[src/rtl/mux2_pkt_arbiter_if.sv]
// Handshake bundle for the two-input packet arbiter: two valid/ready input
// streams (source 0 and source 1) and one merged output stream that also
// carries the source index of each beat.
interface mux2_pkt_arbiter_if #(
  parameter int DATA_W = 8
) ();
  logic              in0_valid;
  logic [DATA_W-1:0] in0_data;
  logic              in0_last;
  logic              in0_ready;

  logic              in1_valid;
  logic [DATA_W-1:0] in1_data;
  logic              in1_last;
  logic              in1_ready;

  logic              out_valid;
  logic [DATA_W-1:0] out_data;
  logic              out_last;
  logic              out_src;
  logic              out_ready;

  // Driver side: produces input beats, consumes output beats.
  modport master (
    output in0_valid, in0_data, in0_last,
    input  in0_ready,
    output in1_valid, in1_data, in1_last,
    input  in1_ready,
    input  out_valid, out_data, out_last, out_src,
    output out_ready
  );

  // Arbiter side.
  modport slave (
    input  in0_valid, in0_data, in0_last,
    output in0_ready,
    input  in1_valid, in1_data, in1_last,
    output in1_ready,
    output out_valid, out_data, out_last, out_src,
    input  out_ready
  );
endinterface

[src/rtl/mux2_pkt_arbiter.sv]
// Two-input packet arbiter. Round-robin between source 0 and source 1 at
// packet granularity: a source that starts a multi-beat packet keeps the
// grant until its last beat is accepted. The selected beat is captured in a
// single output register (one beat of storage, full throughput when the
// consumer keeps out_ready high).
module mux2_pkt_arbiter #(
  parameter int DATA_W = 8
) (
  input  logic            clk,
  input  logic            rst_n,
  mux2_pkt_arbiter_if.slave bus
);

  typedef enum logic [1:0] {
    IDLE  = 2'd0,
    LOCK0 = 2'd1,
    LOCK1 = 2'd2
  } state_t;

  state_t state_reg, state_next;
  logic   lp_reg, lp_next;           // source granted at the last packet start

  logic              out_valid_reg;
  logic [DATA_W-1:0] out_data_reg;
  logic              out_last_reg;
  logic              out_src_reg;

  // Per-source views so the selected source can be indexed by sel.
  logic [1:0]             valid;
  logic [1:0]             last;
  logic [1:0][DATA_W-1:0] data;
  logic [1:0]             ready;

  logic sel;
  logic space;
  logic acc;

  assign valid = {bus.in1_valid, bus.in0_valid};
  assign last  = {bus.in1_last,  bus.in0_last};
  assign data  = {bus.in1_data,  bus.in0_data};

  // The output register can take a beat when empty or being drained now.
  assign space = ~out_valid_reg | bus.out_ready;

  // Grant select: locked source wins; otherwise the single valid source,
  // or the source that did not win last time.
  always_comb begin
    sel = ~lp_reg;
    case (state_reg)
      LOCK0:   sel = 1'b0;
      LOCK1:   sel = 1'b1;
      default: begin
        if (valid == 2'b01)      sel = 1'b0;
        else if (valid == 2'b10) sel = 1'b1;
      end
    endcase
  end

  // Ready goes only to the selected source, and never while in reset.
  genvar gi;
  generate
    for (gi = 0; gi < 2; gi++) begin : g_ready
      assign ready[gi] = rst_n & space & (sel == 1'(gi));
    end
  endgenerate

  assign bus.in0_ready = ready[0];
  assign bus.in1_ready = ready[1];

  assign acc = valid[sel] & ready[sel];

  // State and round-robin pointer register.
  always_ff @(posedge clk or negedge rst_n) begin
    if (!rst_n) begin
      state_reg <= IDLE;
      lp_reg    <= 1'b1;
    end else begin
      state_reg <= state_next;
      lp_reg    <= lp_next;
    end
  end

  // Next state: lock on a non-final first beat, unlock on a final beat;
  // the pointer moves only when a packet starts.
  always_comb begin
    state_next = state_reg;
    lp_next    = lp_reg;
    if (acc) begin
      case (state_reg)
        IDLE: begin
          lp_next = sel;
          if (!last[sel]) state_next = sel ? LOCK1 : LOCK0;
        end
        LOCK0, LOCK1: begin
          if (last[sel]) state_next = IDLE;
        end
        default: state_next = IDLE;
      endcase
    end
  end

  // Output register: load on accept, otherwise empty when drained.
  always_ff @(posedge clk or negedge rst_n) begin
    if (!rst_n) begin
      out_valid_reg <= 1'b0;
      out_data_reg  <= '0;
      out_last_reg  <= 1'b0;
      out_src_reg   <= 1'b0;
    end else if (acc) begin
      out_valid_reg <= 1'b1;
      out_data_reg  <= data[sel];
      out_last_reg  <= last[sel];
      out_src_reg   <= sel;
    end else if (bus.out_ready) begin
      out_valid_reg <= 1'b0;
    end
  end

  assign bus.out_valid = out_valid_reg;
  assign bus.out_data  = out_data_reg;
  assign bus.out_last  = out_last_reg;
  assign bus.out_src   = out_src_reg;

endmodule

[src/flat_wrapper.sv]
// flat-port wrapper written by rule: the top's interface ports become plain ports
module mux2_pkt_arbiter_flat 
#(
  parameter int DATA_W = 8
)
  (clk, rst_n, bus_in0_valid, bus_in0_data, bus_in0_last, bus_in0_ready, bus_in1_valid, bus_in1_data, bus_in1_last, bus_in1_ready, bus_out_valid, bus_out_data, bus_out_last, bus_out_src, bus_out_ready);
  mux2_pkt_arbiter_if #(.DATA_W(DATA_W)) bus_i ();
  input  logic clk;
  input  logic rst_n;
  input wire logic [$bits(bus_i.in0_valid)-1:0] bus_in0_valid;
  input wire logic [$bits(bus_i.in0_data)-1:0] bus_in0_data;
  input wire logic [$bits(bus_i.in0_last)-1:0] bus_in0_last;
  output wire logic [$bits(bus_i.in0_ready)-1:0] bus_in0_ready;
  input wire logic [$bits(bus_i.in1_valid)-1:0] bus_in1_valid;
  input wire logic [$bits(bus_i.in1_data)-1:0] bus_in1_data;
  input wire logic [$bits(bus_i.in1_last)-1:0] bus_in1_last;
  output wire logic [$bits(bus_i.in1_ready)-1:0] bus_in1_ready;
  output wire logic [$bits(bus_i.out_valid)-1:0] bus_out_valid;
  output wire logic [$bits(bus_i.out_data)-1:0] bus_out_data;
  output wire logic [$bits(bus_i.out_last)-1:0] bus_out_last;
  output wire logic [$bits(bus_i.out_src)-1:0] bus_out_src;
  input wire logic [$bits(bus_i.out_ready)-1:0] bus_out_ready;
  assign bus_i.in0_valid = bus_in0_valid;
  assign bus_i.in0_data = bus_in0_data;
  assign bus_i.in0_last = bus_in0_last;
  assign bus_in0_ready = bus_i.in0_ready;
  assign bus_i.in1_valid = bus_in1_valid;
  assign bus_i.in1_data = bus_in1_data;
  assign bus_i.in1_last = bus_in1_last;
  assign bus_in1_ready = bus_i.in1_ready;
  assign bus_out_valid = bus_i.out_valid;
  assign bus_out_data = bus_i.out_data;
  assign bus_out_last = bus_i.out_last;
  assign bus_out_src = bus_i.out_src;
  assign bus_i.out_ready = bus_out_ready;
  mux2_pkt_arbiter #(.DATA_W(DATA_W)) u_core (.clk(clk), .rst_n(rst_n), .bus(bus_i));
endmodule
[config.mk]
export PLATFORM = sky130hd
export DESIGN_NAME = mux2_pkt_arbiter_flat
export DESIGN_NICKNAME = d
export VERILOG_FILES = /design/src/rtl/mux2_pkt_arbiter_if.sv /design/src/rtl/mux2_pkt_arbiter.sv /design/src/flat_wrapper.sv
export SDC_FILE = /design/constraint.sdc
export NUM_CORES = 1
export LEC_CHECK = 0
export BUFFER_PORTS_ARGS = -buffer_cell sky130_fd_sc_hd__buf_4
export CAP_MARGIN = 30
export CORE_MARGIN = 1.5
export CORE_UTILIZATION = 48
export CTS_BUF_LIST = sky130_fd_sc_hd__clkbuf_16
export DETAILED_ROUTE_END_ITERATION = 8
export PLACE_DENSITY = 0.82
export REMOVE_ABC_BUFFERS = 1
export SLEW_MARGIN = 20
export SYNTH_ARGS = -nofsm -noshare
export SYNTH_HDL_FRONTEND = slang
export SYNTH_SLANG_ARGS = --single-unit
[constraint.sdc]
create_clock -name clk -period 3.1 [get_ports clk]
set_input_delay 0.62 -clock clk [delete_from_list [all_inputs] [get_ports clk]]
set_output_delay 0.62 -clock clk [all_outputs]
set_load 0.01 [all_outputs]
== After elaboration in Yosys (flattened, before gate mapping) ==
Cells that the tools add are included.

* Magnitude comparators: 1
* Equality and inequality tests: 6
* Mux-type cells: 17
* Bitwise logic cells: 8
* Reductions and logical operators: 5

{| class="wikitable"
|+ Operator list
! kind !! count
|-
| 8-bit two-way mux || 2
|-
| 1-bit two-way mux || 10
|-
| 2-bit two-way mux || 3
|-
| 1-bit bitwise AND || 4
|-
| 2-bit by 1-bit equality test with 1-bit output, second input constant || 2
|-
| 2-bit equality test, second input constant || 2
|-
| 2-bit one-hot mux with 2 select lines || 1
|-
| 1-bit inverter || 3
|-
| 3-bit AND reduction || 1
|-
| 2-bit zero test || 1
|-
| 1-bit by 2-bit < comparator with 1-bit output, second input constant || 1
|-
| 2-bit by 1-bit != test with 1-bit output, second input constant || 1
|-
| 2-bit != test, second input constant || 1
|-
| 1-bit one-hot mux with 2 select lines || 1
|-
| 2-bit AND reduction || 1
|-
| 2-bit nonzero test || 1
|-
| 2-bit OR reduction || 1
|-
| 1-bit OR || 1
|}

* Register bits: 14
* Input bits: 23
* Output and inout bits: 13
* Word-level logic and storage cells: 43

== Longest topological paths before layout ==
* Word-level depth: 10
* Gate-level depth with buffers: 8
* Gate-level depth less buffers: 7

== Worst setup path before layout ==
No wires, ideal clock.

* Path kind: input port to output port
* From: in bus_in1_valid
* To: out bus_in1_ready
* Arrival time: 1.435 ns
* Required time: 2.480 ns
* Slack: 1.045 ns
* Cell stages on the path: 5
* Buffers on the path: 1
* Cell sequence: inv_1 a21oi_1 o31ai_1 buf_2 nor2_1

* Cells in the longest elaborated chain, start to end: 5
* Elaborated cells on any way between the ends: 6
* Classes of those cells: eq/ne: 2; mux: 3; bitwise: 1

{| class="wikitable"
|+ Ends and longest elaborated chain
! item !! line !! source
|-
| from (decl) || flat_wrapper.sv:14 || <nowiki>input wire logic [$bits(bus_i.in1_valid)-1:0] bus_in1_valid;</nowiki>
|-
| 2-bit equality test || mux2_pkt_arbiter.sv:54 || <nowiki>else if (valid == 2'b10) sel = 1'b1;</nowiki>
|-
| 1-bit two-way mux || mux2_pkt_arbiter.sv:54 ||
|-
| 1-bit two-way mux (*) || mux2_pkt_arbiter.sv:53 || <nowiki>if (valid == 2'b01) sel = 1'b0;</nowiki>
|-
| 1-bit one-hot mux with 2 select lines (*) || mux2_pkt_arbiter.sv:49 || <nowiki>case (state_reg)</nowiki>
|-
| 1-bit bitwise AND (*) || mux2_pkt_arbiter.sv:63 || <nowiki>assign ready[gi] = rst_n & space & (sel == 1'(gi));</nowiki>
|-
| to (decl) || flat_wrapper.sv:17 || <nowiki>output wire logic [$bits(bus_i.in1_ready)-1:0] bus_in1_ready;</nowiki>
|}

Every way passes the cells marked *; elsewhere a longest branch is shown, timed or not.

== Worst setup path in the final report ==
* From: reg u_core.state_reg[1]
* To: out bus_in0_ready

* Cells in the longest elaborated chain, start to end: 4
* Elaborated cells on any way between the ends: 5
* Classes of those cells: eq/ne: 2; mux: 1; bitwise: 2

{| class="wikitable"
|+ Ends and longest elaborated chain
! item !! line !! source
|-
| from (decl) || mux2_pkt_arbiter.sv:20 || <nowiki>state_t state_reg, state_next;</nowiki>
|-
| from (signal assigned) || mux2_pkt_arbiter.sv:78 || <nowiki>state_reg <= state_next;</nowiki>
|-
| 2-bit equality test or 2-bit by 1-bit equality test with 1-bit output (tied branches) || mux2_pkt_arbiter.sv:49 ||
|-
| 1-bit one-hot mux with 2 select lines (*) || mux2_pkt_arbiter.sv:49 ||
|-
| 1-bit inverter (*) || mux2_pkt_arbiter.sv:63 ||
|-
| 1-bit bitwise AND (*) || mux2_pkt_arbiter.sv:63 ||
|-
| to (decl) || flat_wrapper.sv:13 || <nowiki>output wire logic [$bits(bus_i.in0_ready)-1:0] bus_in0_ready;</nowiki>
|}

Marks and branches as above.

==> impl_metrics.env <==
export IMPL_status="complete, no violations"
export IMPL_ys_seq_area_share_pct=44.8
export IMPL_dp_final_hpwl_mm=1.37
export IMPL_fin_tns_setup_ps=0
export IMPL_min_period_over_period_pct=80.5
export IMPL_numCtsBuffers=3
export IMPL_fp_dieArea_um2=1890
export IMPL_final_cell_mix="buf_4, nand2_1, nor2_1, dfrtp_1, a31oi_1"
export IMPL_cts_buffer_depth=2
export IMPL_cp_slowest_cell="o31a_1"
export IMPL_reg2reg_slack_ps=1110
export IMPL_critical_path_required_ps=2480
export IMPL_track_usage_pct=23.6
export IMPL_routed_wl_mm=1.96
export IMPL_syn_area_per_cell_um2=8.44
export IMPL_maxCapViolCount=0
export IMPL_synthCells=93
export IMPL_area_delta_synth_final_pct=46.1
export IMPL_antenna_found_initial=0
export IMPL_htree_levels=1
export IMPL_cp_max_fo=14
export IMPL_worstMarginPinSlew_ps=560
export IMPL_drive_gt1_share_pct=36.9
export IMPL_reg2regPathDepth=6
export IMPL_clockRootBuffer="clkbuf_16"
export IMPL_cp_cell_sequence="inv_1 > ha_1 > nand2b_1 > o31a_1 > nor2_1 > buf_4"
export IMPL_grt_max_degree=21
export IMPL_r2r_end="u_core.state_reg[0]$_DFFE_PN0P_"
export IMPL_final_nets=156
export IMPL_pin_count=36
export IMPL_worst_ep_arrival_time_ps=1880
export IMPL_netlist_area_um2=785
export IMPL_cts_setup_buffers=0
export IMPL_fin_skew_ps=4.70
export IMPL_yosysUniqueCellTypes=26
export IMPL_final_common_cell="buf_4"
export IMPL_largest_reg_flops=8
export IMPL_cp_start_kind="flop"
export IMPL_worstHoldPathType="primary input to asynchronous set/reset pin"
export IMPL_nFillCells=120
export IMPL_ant_nets=0
export IMPL_final_util_pct=75.2
export IMPL_grt_pass1_vias=738
export IMPL_numClockSinks=14
export IMPL_reg2reg_from="u_core.state_reg[1]$_DFFE_PN0P_"
export IMPL_crit_path_end_kind="output pin"
export IMPL_dr_first_iter_drc_count=11
export IMPL_vdd_drop_max_mv=0.621
export IMPL_cts_resized=0
export IMPL_finalHoldViolCount=0
export IMPL_wl_per_cell_um=13.4
export IMPL_clk_pin_slew_ps=50
export IMPL_cts_tree="done"
export IMPL_ys_warn_count=0
export IMPL_clk_latency_ps=240
export IMPL_cellPowerDensity_nw_per_um2=1070
export IMPL_start_util_pct=51.5
export IMPL_grt_ovfl_total=0
export IMPL_vias_per_cell=5.42
export IMPL_fmax_mhz=401
export IMPL_slew_headroom_pct=62.7
export IMPL_drv_slew=0
export IMPL_vias=792
export IMPL_chipHeight_um=43.4
export IMPL_core_um2=1520
export IMPL_max_stage_delay_ps=500
export IMPL_io_buffers=35
export IMPL_p_total_mw=1.22
export IMPL_drc_errors=0
export IMPL_firstDrtPassIters=4
export IMPL_n_antenna_cell=0
export IMPL_p_leak_nw=0.555
export IMPL_cts_hold_buf=0
export IMPL_die_w_um=43.4
export IMPL_synth_seq_cells=14
export IMPL_grt_pass1_wl_mm=3.31
export IMPL_routabilityCongestion=0.783
export IMPL_min_period_ps=2500
export IMPL_critPathKind="flop to output pin"
export IMPL_rsz0062_at_grt="false"
export IMPL_row_count=14
export IMPL_setup_violations=0
[worst max-delay path by stage]
stage,startpoint,to
after floorplan,bus_out_ready,u_core.lp_reg$_DFFE_PN1P_
after global placement,bus_in1_valid,bus_in0_ready
after detailed placement,bus_in1_valid,bus_in0_ready
after CTS,u_core.state_reg[1]$_DFFE_PN0P_,bus_in0_ready
after global routing,u_core.state_reg[1]$_DFFE_PN0P_,bus_in0_ready
final,u_core.state_reg[1]$_DFFE_PN0P_,bus_in0_ready
[per-layer routing]
layer	track usage [%]	wire length, µm
met1	28.9	803
met5	0	0
met4	4.85	12
met3	8.33	114
met2	40.3	1030
[Yosys cell counts (all sizes together)]
cell type	number	share of area [%]
a211oi	1	0.96
a21oi	1	0.64
a2bb2oi	1	1.1
a31oi	10	8.0
buf	4	2.6
dfrtp	13	41
dfstp	1	3.3
ha	2	3.2
inv	4	1.9
mux2	1	1.4
mux2i	2	2.6
nand2	25	12
nand2b	2	1.9
nand3	2	1.3
nor2	14	7.0
nor3	1	0.64
o21ai	1	0.64
o221a	1	1.4
o22a	1	1.1
o31a	1	1.1
o31ai	3	2.9
or3	1	0.80
or4b	1	1.8
[per-stage QoR]
step | setup WS, ps | hold WS (ps) | cell area, µm² | instances
6_report | 604 | 231 | 1150 | 146
3_5_place_dp | 744 | 493 | 1070 | 142
3_3_place_gp | 825 | 491 | 1070 | 142
2_1_floorplan | 614 | 324 | 764 | 89
5_1_grt | 457 | 244 | 1150 | 146
4_1_cts | 612 | 237 | 1150 | 146
[power by group]
| part | switching [mW] | internal [mW] |
|---|---|---|
| sequential | 0.0469 | 0.276 |
| combinational | 0.357 | 0.303 |
| clock | 0.0703 | 0.170 |
| total | 0.474 | 0.749 |
[layout make-up]
cell class,instances,area (µm²),share of cell area [%]
flip-flops and latches,14,352,30.7
clock buffers,3,75.1,6.55
multi-input cells,71,403,35.2
well taps,16,20.0,1.75
clock inverters,1,3.75,0.328
inverters,4,15.0,1.31
repair buffers,37,278,24.2
[worst max-delay path: cells and delay by family (launching register included)]
kind                       cells  cell delay [ps]
adders and majority gates      1              350
and+or+nand+nor                2              220
DFF                            1              360
buffers and inverters          2              210
AOI/OAI and AO/OA              1              500
[kinds of logic (layout without fill, tap and decap cells)]
| group | after synthesis | count (layout) | synth area share [%] |
|---|---|---|---|
| AOI/OAI and AO/OA | 20 | 20 | 17.9 |
| muxes | 3 | 3 | 3.99 |
| DFF | 14 | 14 | 44.8 |
| buffers and inverters | 8 | 45 | 4.47 |
| adders and majority gates | 2 | 2 | 3.19 |
| and+or+nand+nor | 46 | 46 | 25.7 |
No activity file was read; power rests on OpenSTA's default activity.
